--- config.mk ---
export PLATFORM = sky130hd
export DESIGN_NAME = acc_drain
export DESIGN_NICKNAME = d
export VERILOG_FILES = /design/src/rtl/tpu_pkg.sv /design/src/rtl/drain_fifo.sv /design/src/rtl/acc_drain.sv
export SDC_FILE = /design/constraint.sdc
export NUM_CORES = 1
export LEC_CHECK = 0
export BUFFER_PORTS_ARGS = -buffer_cell sky130_fd_sc_hd__buf_2
export CORE_MARGIN = 2
export CORE_UTILIZATION = 38
export CTS_CLUSTER_DIAMETER = 150
export CTS_CLUSTER_SIZE = 12
export DETAILED_ROUTE_END_ITERATION = 7
export SYNTH_ARGS = -nofsm -noshare
export SYNTH_HDL_FRONTEND = slang
export SYNTH_HIERARCHICAL = 1
export SYNTH_SLANG_ARGS = --single-unit
--- constraint.sdc ---
create_clock -name clk -period 7.6 [get_ports clk]
set_input_delay 0 -clock clk [delete_from_list [all_inputs] [get_ports clk]]
set_output_delay 0 -clock clk [all_outputs]
set_load 0.02 [all_outputs]
--- src/rtl/tpu_pkg.sv ---
// Shared types and constants for the systolic-array accumulator drain path.
package tpu_pkg;

    localparam int DATA_W = 16;
    localparam int ADDR_W = 8;

    typedef enum logic [1:0] {IDLE, ISSUE, FLUSH, DONE} drain_state_t;

    typedef struct packed {
        logic signed [DATA_W-1:0] data;
        logic [ADDR_W-1:0]        addr;
    } drain_word_t;

    // Row-major destination address; wraps modulo 2^ADDR_W by truncation.
    function automatic logic [ADDR_W-1:0] drain_addr(
        input logic [ADDR_W-1:0] base,
        input logic [ADDR_W-1:0] row,
        input logic [ADDR_W-1:0] col,
        input logic [ADDR_W-1:0] ncols
    );
        return base + row * ncols + col;
    endfunction

endpackage

--- src/rtl/drain_fifo.sv ---
// Capture FIFO between the accumulator read port and the output stream.
// The head entry is read straight from registered storage.
module drain_fifo
    import tpu_pkg::*;
#(
    parameter int FIFO_DEPTH = 4
) (
    input  logic                          clk,
    input  logic                          rst_n,
    input  logic                          i_push,
    input  drain_word_t                   i_wdata,
    input  logic                          i_pop,
    output drain_word_t                   o_rdata,
    output logic [$clog2(FIFO_DEPTH):0]   o_count
);

    localparam int PTR_W = $clog2(FIFO_DEPTH);

    drain_word_t        r_mem [FIFO_DEPTH];
    logic [PTR_W-1:0]   r_wptr;
    logic [PTR_W-1:0]   r_rptr;
    logic [PTR_W:0]     r_count;
    logic               w_full;
    logic               w_do_push;
    logic               w_do_pop;

    assign w_full    = (r_count == (PTR_W+1)'(FIFO_DEPTH));
    assign w_do_pop  = i_pop && (r_count != '0);
    assign w_do_push = i_push && (!w_full || w_do_pop);

    always_ff @(posedge clk or negedge rst_n) begin
        if (!rst_n) begin
            r_wptr  <= '0;
            r_rptr  <= '0;
            r_count <= '0;
        end else begin
            if (w_do_push) r_wptr <= r_wptr + 1'b1;
            if (w_do_pop)  r_rptr <= r_rptr + 1'b1;
            if (w_do_push && !w_do_pop)      r_count <= r_count + 1'b1;
            else if (w_do_pop && !w_do_push) r_count <= r_count - 1'b1;
        end
    end

    always_ff @(posedge clk) begin
        if (w_do_push) r_mem[r_wptr] <= i_wdata;
    end

    assign o_rdata = r_mem[r_rptr];
    assign o_count = r_count;

endmodule

--- src/rtl/acc_drain.sv ---
// Drains the per-column accumulator queues column-major onto a valid/ready
// stream, using credits so a dequeued word always has a FIFO slot waiting.
module acc_drain
    import tpu_pkg::*;
#(
    parameter int NUM_COLS   = 2,
    parameter int ROW_W      = 8,
    parameter int FIFO_DEPTH = 4
) (
    input  logic                       clk,
    input  logic                       rst,
    input  logic                       start,
    input  logic [ADDR_W-1:0]          base_addr,
    input  logic [ROW_W-1:0]           num_rows,
    output logic [NUM_COLS-1:0]        deq_req,
    input  logic [NUM_COLS-1:0]        acc_valid,
    input  logic [NUM_COLS*DATA_W-1:0] acc_data,
    output logic                       out_valid,
    input  logic                       out_ready,
    output logic [DATA_W-1:0]          out_data,
    output logic [ADDR_W-1:0]          out_addr,
    output logic                       busy,
    output logic                       done,
    output logic                       err_underrun
);

    localparam int COL_W = (NUM_COLS > 1) ? $clog2(NUM_COLS) : 1;
    localparam int CNT_W = $clog2(FIFO_DEPTH) + 1;

    drain_state_t       r_state;
    drain_state_t       w_next;
    logic [COL_W-1:0]   r_col;
    logic [ROW_W-1:0]   r_row;
    logic [ROW_W-1:0]   r_rows;
    logic [ADDR_W-1:0]  r_base;
    logic               r_err;
    logic               r_vld_p1;
    logic [COL_W-1:0]   r_col_p1;
    logic [ADDR_W-1:0]  r_addr_p1;

    logic               w_start;
    logic               w_issue;
    logic               w_credit;
    logic               w_last_row;
    logic               w_last_col;
    logic               w_push;
    logic               w_pop;
    logic [CNT_W-1:0]   w_count;
    logic [CNT_W:0]     w_used;
    drain_word_t        w_wdata;
    drain_word_t        w_head;

    assign w_start    = (r_state == IDLE) && start;
    assign w_last_row = (r_row == r_rows - ROW_W'(1));
    assign w_last_col = (r_col == COL_W'(NUM_COLS - 1));
    assign out_valid  = (w_count != '0);
    assign w_pop      = out_valid && out_ready;
    // The word still in flight holds a slot even if it turns out to be an underrun.
    assign w_used     = (CNT_W+1)'(w_count) + (CNT_W+1)'(r_vld_p1) - (CNT_W+1)'(w_pop);
    assign w_credit   = (w_used < (CNT_W+1)'(FIFO_DEPTH));

    always_comb begin
        w_next  = r_state;
        w_issue = 1'b0;
        deq_req = '0;
        case (r_state)
            IDLE: begin
                if (start) w_next = (num_rows == '0) ? DONE : ISSUE;
            end
            ISSUE: begin
                if (w_credit) begin
                    w_issue        = 1'b1;
                    deq_req[r_col] = 1'b1;
                    if (w_last_row && w_last_col) w_next = FLUSH;
                end
            end
            FLUSH: begin
                if (!r_vld_p1 && (w_count == '0)) w_next = DONE;
            end
            DONE:    w_next = IDLE;
            default: w_next = IDLE;
        endcase
    end

    always_ff @(posedge clk or negedge rst) begin
        if (!rst) begin
            r_state  <= IDLE;
            r_col    <= '0;
            r_row    <= '0;
            r_vld_p1 <= 1'b0;
            r_err    <= 1'b0;
        end else begin
            r_state  <= w_next;
            r_vld_p1 <= w_issue;
            if (r_vld_p1 && !acc_valid[r_col_p1]) r_err <= 1'b1;
            if (w_issue) begin
                if (w_last_row) begin
                    r_row <= '0;
                    r_col <= r_col + 1'b1;
                end else begin
                    r_row <= r_row + 1'b1;
                end
            end
            if (w_start) begin
                r_col <= '0;
                r_row <= '0;
                r_err <= 1'b0;
            end
        end
    end

    // ---- issue stage -> capture stage (_p1) ----
    always_ff @(posedge clk) begin
        if (w_start) begin
            r_base <= base_addr;
            r_rows <= num_rows;
        end
        if (w_issue) begin
            r_col_p1  <= r_col;
            r_addr_p1 <= drain_addr(r_base, ADDR_W'(r_row), ADDR_W'(r_col), ADDR_W'(NUM_COLS));
        end
    end

    assign w_push       = r_vld_p1 && acc_valid[r_col_p1];
    assign w_wdata.data = acc_data[r_col_p1*DATA_W +: DATA_W];
    assign w_wdata.addr = r_addr_p1;

    drain_fifo #(
        .FIFO_DEPTH (FIFO_DEPTH)
    ) u_fifo (
        .clk     (clk),
        .rst_n   (rst),
        .i_push  (w_push),
        .i_wdata (w_wdata),
        .i_pop   (w_pop),
        .o_rdata (w_head),
        .o_count (w_count)
    );

    // Head storage is not reset, so gate it to keep the stream at zero when idle.
    assign out_data     = out_valid ? w_head.data : '0;
    assign out_addr     = out_valid ? w_head.addr : '0;
    assign busy         = (r_state != IDLE);
    assign done         = (r_state == DONE);
    assign err_underrun = r_err;

endmodule
# ---- Word-level counts from Yosys, hierarchy flattened
# Memory sizes are Yosys's and may differ from the RTL's.
# Index checks and enable logic that the tools add are counted.
# W data, S select, Z words.
dict set report totals {
  in_bits 54
  out_inout_bits 30
  ramBits 96
  n_memories 1
  elab_cells 94
  reg_bits 45
}
dict set report op_classes {
  shift 1
  n_addsub 11
  n_reduce_logical 28
  n_mux 28
  n_eq_ne 9
  order_cmp 4
}
# memory depth word_bits rd rd_clocked_by_memory_dff wr line
set memory_table {}
lappend memory_table {u_fifo.r_mem 4 24 1 0 1 drain_fifo.sv:19} ;# drain_word_t r_mem [FIFO_DEPTH];
# op n
set ops {}
lappend ops {{$mux W8} 4}
lappend ops {{$shiftx A32 B6 Y16} 1}
lappend ops {{$mux W16} 1}
lappend ops {{$mux W2} 7}
lappend ops {{$mux W1} 12}
lappend ops {{$logic_and A1 B1 Y1} 11}
lappend ops {{$reduce_bool A2 Y1} 5}
lappend ops {{$add A8 B1 Y8} 1}
lappend ops {{$add A8 B1 Y8 const B} 1}
lappend ops {{$add A8 B8 Y8} 1}
lappend ops {{$eq A8 B8 Y1} 1}
lappend ops {{$logic_not A8 Y1} 1}
lappend ops {{$ne A2 B2 Y1 const B} 4}
lappend ops {{$pmux W2 S4} 1}
lappend ops {{$sub A8 B1 Y8 const B} 1}
lappend ops {{$mux W3} 2}
lappend ops {{$logic_not A1 Y1} 5}
lappend ops {{$add A2 B1 Y2 const B} 2}
lappend ops {{$add A3 B1 Y4} 1}
lappend ops {{$eq A2 B2 Y1 const B} 2}
lappend ops {{$lt A1 B2 Y1 const B} 2}
lappend ops {{$lt A4 B3 Y1 const B} 1}
lappend ops {{$reduce_and A4 Y1} 1}
lappend ops {{$sub A4 B1 Y4} 1}
lappend ops {{other kinds (12)} 12}

# ---- Longest topological paths before layout
dict set report depth {
  depth_word 9
  depth_mapped 16
  mapped_depth_nobuf 15
}

# ---- Hierarchy
# Netlist, hierarchy kept.
# module seq_area_each_um2 area_per_inst_um2 cells_each n_inst
set by_module_without_submodules {}
lappend by_module_without_submodules {drain_fifo 3057.9 3882.5 159 1}
lappend by_module_without_submodules {acc_drain 1076.0 2501.1 239 1}

# ---- Least setup slack after synthesis
# OpenSTA, ideal clock, no wires.
dict set report synth_timing {
  kind {register to register}
  from {register u_fifo.r_count[0] (netlist: u_fifo/o_count[0])}
  to {register r_row[5]}
  setup_slack_ns 4.439
  setup_time_ns 0.127
  path_stages_with_launch 17
  arrival_ns 3.035
  period_less_slack_ns 3.161
  required_ns 7.473
  path_buffers 1
  cell_sequence {dfrtp_1 > inv_1 > nand3_1 > clkbuf_1 > and2_1 > ha_1 > inv_1 > ha_1 > nand3b_1 > a211o_1 > nand2_1 > nand2_2 > inv_2 > nand2_1 > nor3_1 > xnor2_1 > nor2_1}
}
dict set report synth_via {
  elab_chain_cells 7
  word_cells_on_any_way 8
  cone_classes {2 x add/sub; 1 x order compare; 2 x mux; 3 x reduce/logical}
}
# item line
set synth_lines {}
lappend synth_lines {{start: declaration} drain_fifo.sv:22} ;# logic [PTR_W:0] r_count;
lappend synth_lines {{start signal: assignment} drain_fifo.sv:39} ;# if (w_do_push && !w_do_pop) r_count <= r_count + 1'b1;
lappend synth_lines {{start signal: assignment} drain_fifo.sv:40} ;# else if (w_do_pop && !w_do_push) r_count <= r_count - 1'b1;
lappend synth_lines {{$reduce_bool A3 Y1} acc_drain.sv:56} ;# assign out_valid = (w_count != '0);
lappend synth_lines {{via out_valid} acc_drain.sv:18} ;# output logic out_valid,
lappend synth_lines {{$logic_and A1 B1 Y1} acc_drain.sv:57} ;# assign w_pop = out_valid && out_ready;
lappend synth_lines {{via w_pop} acc_drain.sv:47} ;# logic w_pop;
lappend synth_lines {{$sub A4 B1 Y4} acc_drain.sv:59} ;# assign w_used = (CNT_W+1)'(w_count) + (CNT_W+1)'(r_vld_p1) - (CNT_W+1)'(w_pop);
lappend synth_lines {{$lt A4 B3 Y1} acc_drain.sv:60} ;# assign w_credit = (w_used < (CNT_W+1)'(FIFO_DEPTH));
lappend synth_lines {{$mux W1} acc_drain.sv:71} ;# if (w_credit) begin
lappend synth_lines {{$mux W1} acc_drain.sv:66} ;# case (r_state)
lappend synth_lines {{via w_issue} acc_drain.sv:42} ;# logic w_issue;
lappend synth_lines {{$reduce_bool A2 Y1 (no source line)} -}
lappend synth_lines {{end signal: assignment} acc_drain.sv:101} ;# r_row <= r_row + 1'b1;
lappend synth_lines {{end: declaration} acc_drain.sv:33} ;# logic [ROW_W-1:0] r_row;
# The timed path passes the listed nets, and every way through them passes these cells.
# A chain may end at the register's enable or synchronous reset.

# ---- Worst setup path after layout
dict set report layout_timing {
  from {register u_fifo.r_count[1] (netlist: u_fifo/o_count[1])}
  to {register r_row[6]}
}
dict set report layout_via {
  elab_chain_cells 7
  word_cells_on_any_way 8
  cone_classes {2 x add/sub; 1 x order compare; 2 x mux; 3 x reduce/logical}
}
# item line
set layout_lines {}
lappend layout_lines {{$reduce_bool A3 Y1} acc_drain.sv:56}
lappend layout_lines {{$logic_and A1 B1 Y1} acc_drain.sv:57}
lappend layout_lines {{via w_pop} acc_drain.sv:47}
lappend layout_lines {{$sub A4 B1 Y4} acc_drain.sv:59}
lappend layout_lines {{$lt A4 B3 Y1} acc_drain.sv:60}
lappend layout_lines {{$mux W1} acc_drain.sv:71}
lappend layout_lines {{$mux W1} acc_drain.sv:66}
lappend layout_lines {{via w_issue} acc_drain.sv:42}
lappend layout_lines {{$reduce_bool A2 Y1 (no source line)} -}
# The timed path passes the listed nets, and every way through them passes these cells.

==> run metrics <==
WP data required 7.88 ns; R2R cell count 15; fraction of layout cells with a size suffix above 1 30.9%; clk buf depth 2; synthesis warning total 6; mux contribution to synthesized area 12.0%; Worst path depth 15; Post-Layout Inst Area 8150 um^2; Final Skew 0.0109 ns; worst-path maximum fanout 27; Finish-stage setup viols 0; DR pass1 iterations 4; GP Congestion 0.744; Synth cell types 49; most area-consuming cells after synthesis edfxtp_1 57%, mux4_2 8.5%, dfrtp_1 7.8%; H-tree depth 4; CP arrival 4.23 ns; Top Family by Delay on Critical Path simple AND/OR/NAND/NOR gates; grt ovf 0; number of buffers created by CTS 17; vias in the first global route 3813; average routed wire per standard cell 15.6 um; Multi-input gate area 2100 um^2; Fin. Hold Viols 0; Routed WL 12100 um; largest stage delay on the critical path 0.75 ns; nets 619; worst path bufs/invs 3; die height 134 um; CTS sink count 141; RSZ-0062 raised after global routing false; area leader, netlist edfxtp_1; DR DRC count 0; Synth Area in Compound Gates 3.53%; FFs w/ async S/R, synth 14.2%; global-route wire length before repair 19300 um; CTS Root Cell clkbuf_16; commonest cells in the netlist 121 x edfxtp_1, 26 x and2_1, 24 x mux4_2, 23 x nor2_1, 22 x ha_1; Synth Area in Adders 5.10%; Worst path slowest cell nand3_1; count of buffers from port buffering 83; Via density 4.69; metal3 WL 742 um; Placed Area 7020 um^2; core footprint 16500 um^2; crit-path cells inv_1 -> nand3_1 -> and2_1 -> ha_1 -> inv_1 -> ha_1 -> nand3b_1 -> a211o_1 -> nand2_1 -> nand2_2 -> inv_2 -> nand2_1 -> nor3_1 -> xnor2_1 -> nor2_1; Max-slew headroom 29.2%; register area 4140 um^2; Gate Count Post-Synth 398; row count 47; Simple-Gate Fraction of Synth Area 7.94%; Initial Util 38.6%; largest net degree at the start of global routing 28; Avg Cell Area, Syn 16.0 um^2; routed vias 3631; post-synthesis xor/xnor area fraction 4.37%; M1 WL 5310 um; antenna viol nets, final 0; most common flop cell mapped by yosys edfxtp_1; sequential share of the synthesized area 64.8%; Reg clk slew, reported paths 0.06 ns; Synth Cell Area 6380 um^2; Final Cycle Share 51.9%; # diodes 0; count leader, synth edfxtp_1; Hold Path Class input pin to asynchronous set/reset pin; critical path type register to register; Slew Viols, Final 0; IO Count 84; PD cells 344 nW/um^2; Worst Setup End Kind register; fin crit period 3.94 ns; CTS tree built; Critical Path Start Type register; post-synth net total 476; P_leak 3.09 nW; worst vdd ir 0.181 mV; initial antenna violation count 0; main combinational cell family by area after synthesis multiplexers; status completed; Total GRT Usage 14.3%; Max Used Layer met4; Area Overhead vs Synth 27.7%; fillcell total 1421; Setup TNS Final 0 ns; worst skew pair latency 0.42 ns; max_cap viols 0; WL met2 5930 um; detailed placer's ending HPWL 7600 um; worst hold margin 0.0857 ns; Slew @ Worst Pin 1.06 ns; full die area 17900 um^2; number of synthesized register bits 141; fmax 253 MHz; die width 134 um; cts repair resizes 0; area share of the largest cell type after synthesis 56.9%; EDFF count, synth 121; Initial DRC Count 205
==> cell families after synthesis <==
kind of cell,count (synthesis)
fa+ha+maj,25
xor+xnor,31
flops,141
simple gates,93
compound gates,29
buf+inv,35
mux,44
==> flip-flops by register name, summed over array words and instances (netlist names), 2 cells and up <==
| name | cells |
|---|---|
| u_fifo/r_mem | 96 |
| r_addr_p1 | 8 |
| r_base | 8 |
| r_row | 8 |
| r_rows | 8 |
| u_fifo/o_count | 3 |
| r_state | 2 |
| u_fifo/r_rptr | 2 |
| u_fifo/r_wptr | 2 |
==> final cells by class <==
class | count | share of cell area [%]
sequential | 141 | 50.7
multi-input combinational | 222 | 25.8
timing repair buffer | 136 | 11.6
clock buffer | 24 | 6.15
tap | 220 | 3.38
clock inverter | 8 | 1.32
inverter | 23 | 1.06
==> metal layers <==
metal,GRT usage (%),up-vias
met2,24.5,109
met3,5.10,9
met1,16.7,1751
met4,4.79,0
met5,0,-
li1,-,1762
==> through the flow <==
stage          utilization [%]  setup slack [ns]  std cells  total power, mW
3_5_place_dp              42.5              3.58        690             1.97
2_1_floorplan                -              4.44        398             1.72
4_1_cts                   49.3              3.58        774             2.84
3_3_place_gp              42.5              3.80        690             1.94
5_1_grt                   49.3              3.26        774             2.97
6_report                  49.3              3.66        774             2.80
==> final timing paths <==
check                                       start            endpoint  slack [ns]
worst max register to register  u_fifo/o_count[1]            r_row[6]        3.66
min in group clk                        out_ready    u_fifo/r_rptr[0]        0.13
worst max-delay path            u_fifo/o_count[1]            r_row[6]        3.66
max in group asynchronous                     rst    u_fifo/r_rptr[0]        7.16
worst min register to register       r_addr_p1[3]  u_fifo/r_mem[2][3]        0.49
worst min-delay path                          rst            r_row[5]        0.09
==> worst register-to-register path: stages, from the launching register on <==
cell and delay (ns):
dfrtp_1 0.47, inv_1 0.11, nand3_1 0.75, and2_1 0.57
ha_1 0.22, inv_1 0.05, ha_1 0.11, nand3b_1 0.09
a211o_1 0.32, nand2_1 0.09, nand2_2 0.10, inv_2 0.25
nand2_1 0.18, nor3_1 0.26, xnor2_1 0.15, nor2_1 0.06
==> cells in the final DEF (no fill, tap or decap), types with 4 or more instances in the layout <==
master,n
edfxtp_1,121
clkinv_4,4
mux2_2,17
clkbuf_16,17
a21oi_1,7
inv_1,21
and2_1,26
nor2b_1,7
mux4_2,24
clkbuf_8,5
and2_2,4
xnor2_1,19
ha_1,22
xor2_1,11
nor2_1,23
nand3_1,7
buf_2,83
nor3_1,5
o21ai_0,4
dfrtp_1,19
dlygate4sd3_1,52
nand2_1,11
==> report_power, final <==
group / internal [mW] / switching [mW] / leakage, nW / total, mW
registers: 0.978 / 0.128 / 1.35 / 1.11
clock network: 0.528 / 0.302 / 0.297 / 0.830
logic: 0.414 / 0.451 / 1.45 / 0.865
total: 1.92 / 0.881 / 3.09 / 2.80
==> timing repair <==
action / CTS / global route
buffers inserted: 0 / 0
hold buffers: 52 / 0
endpoints found under the hold margin: 103 / 0
(Power assumes the default switching activity.)
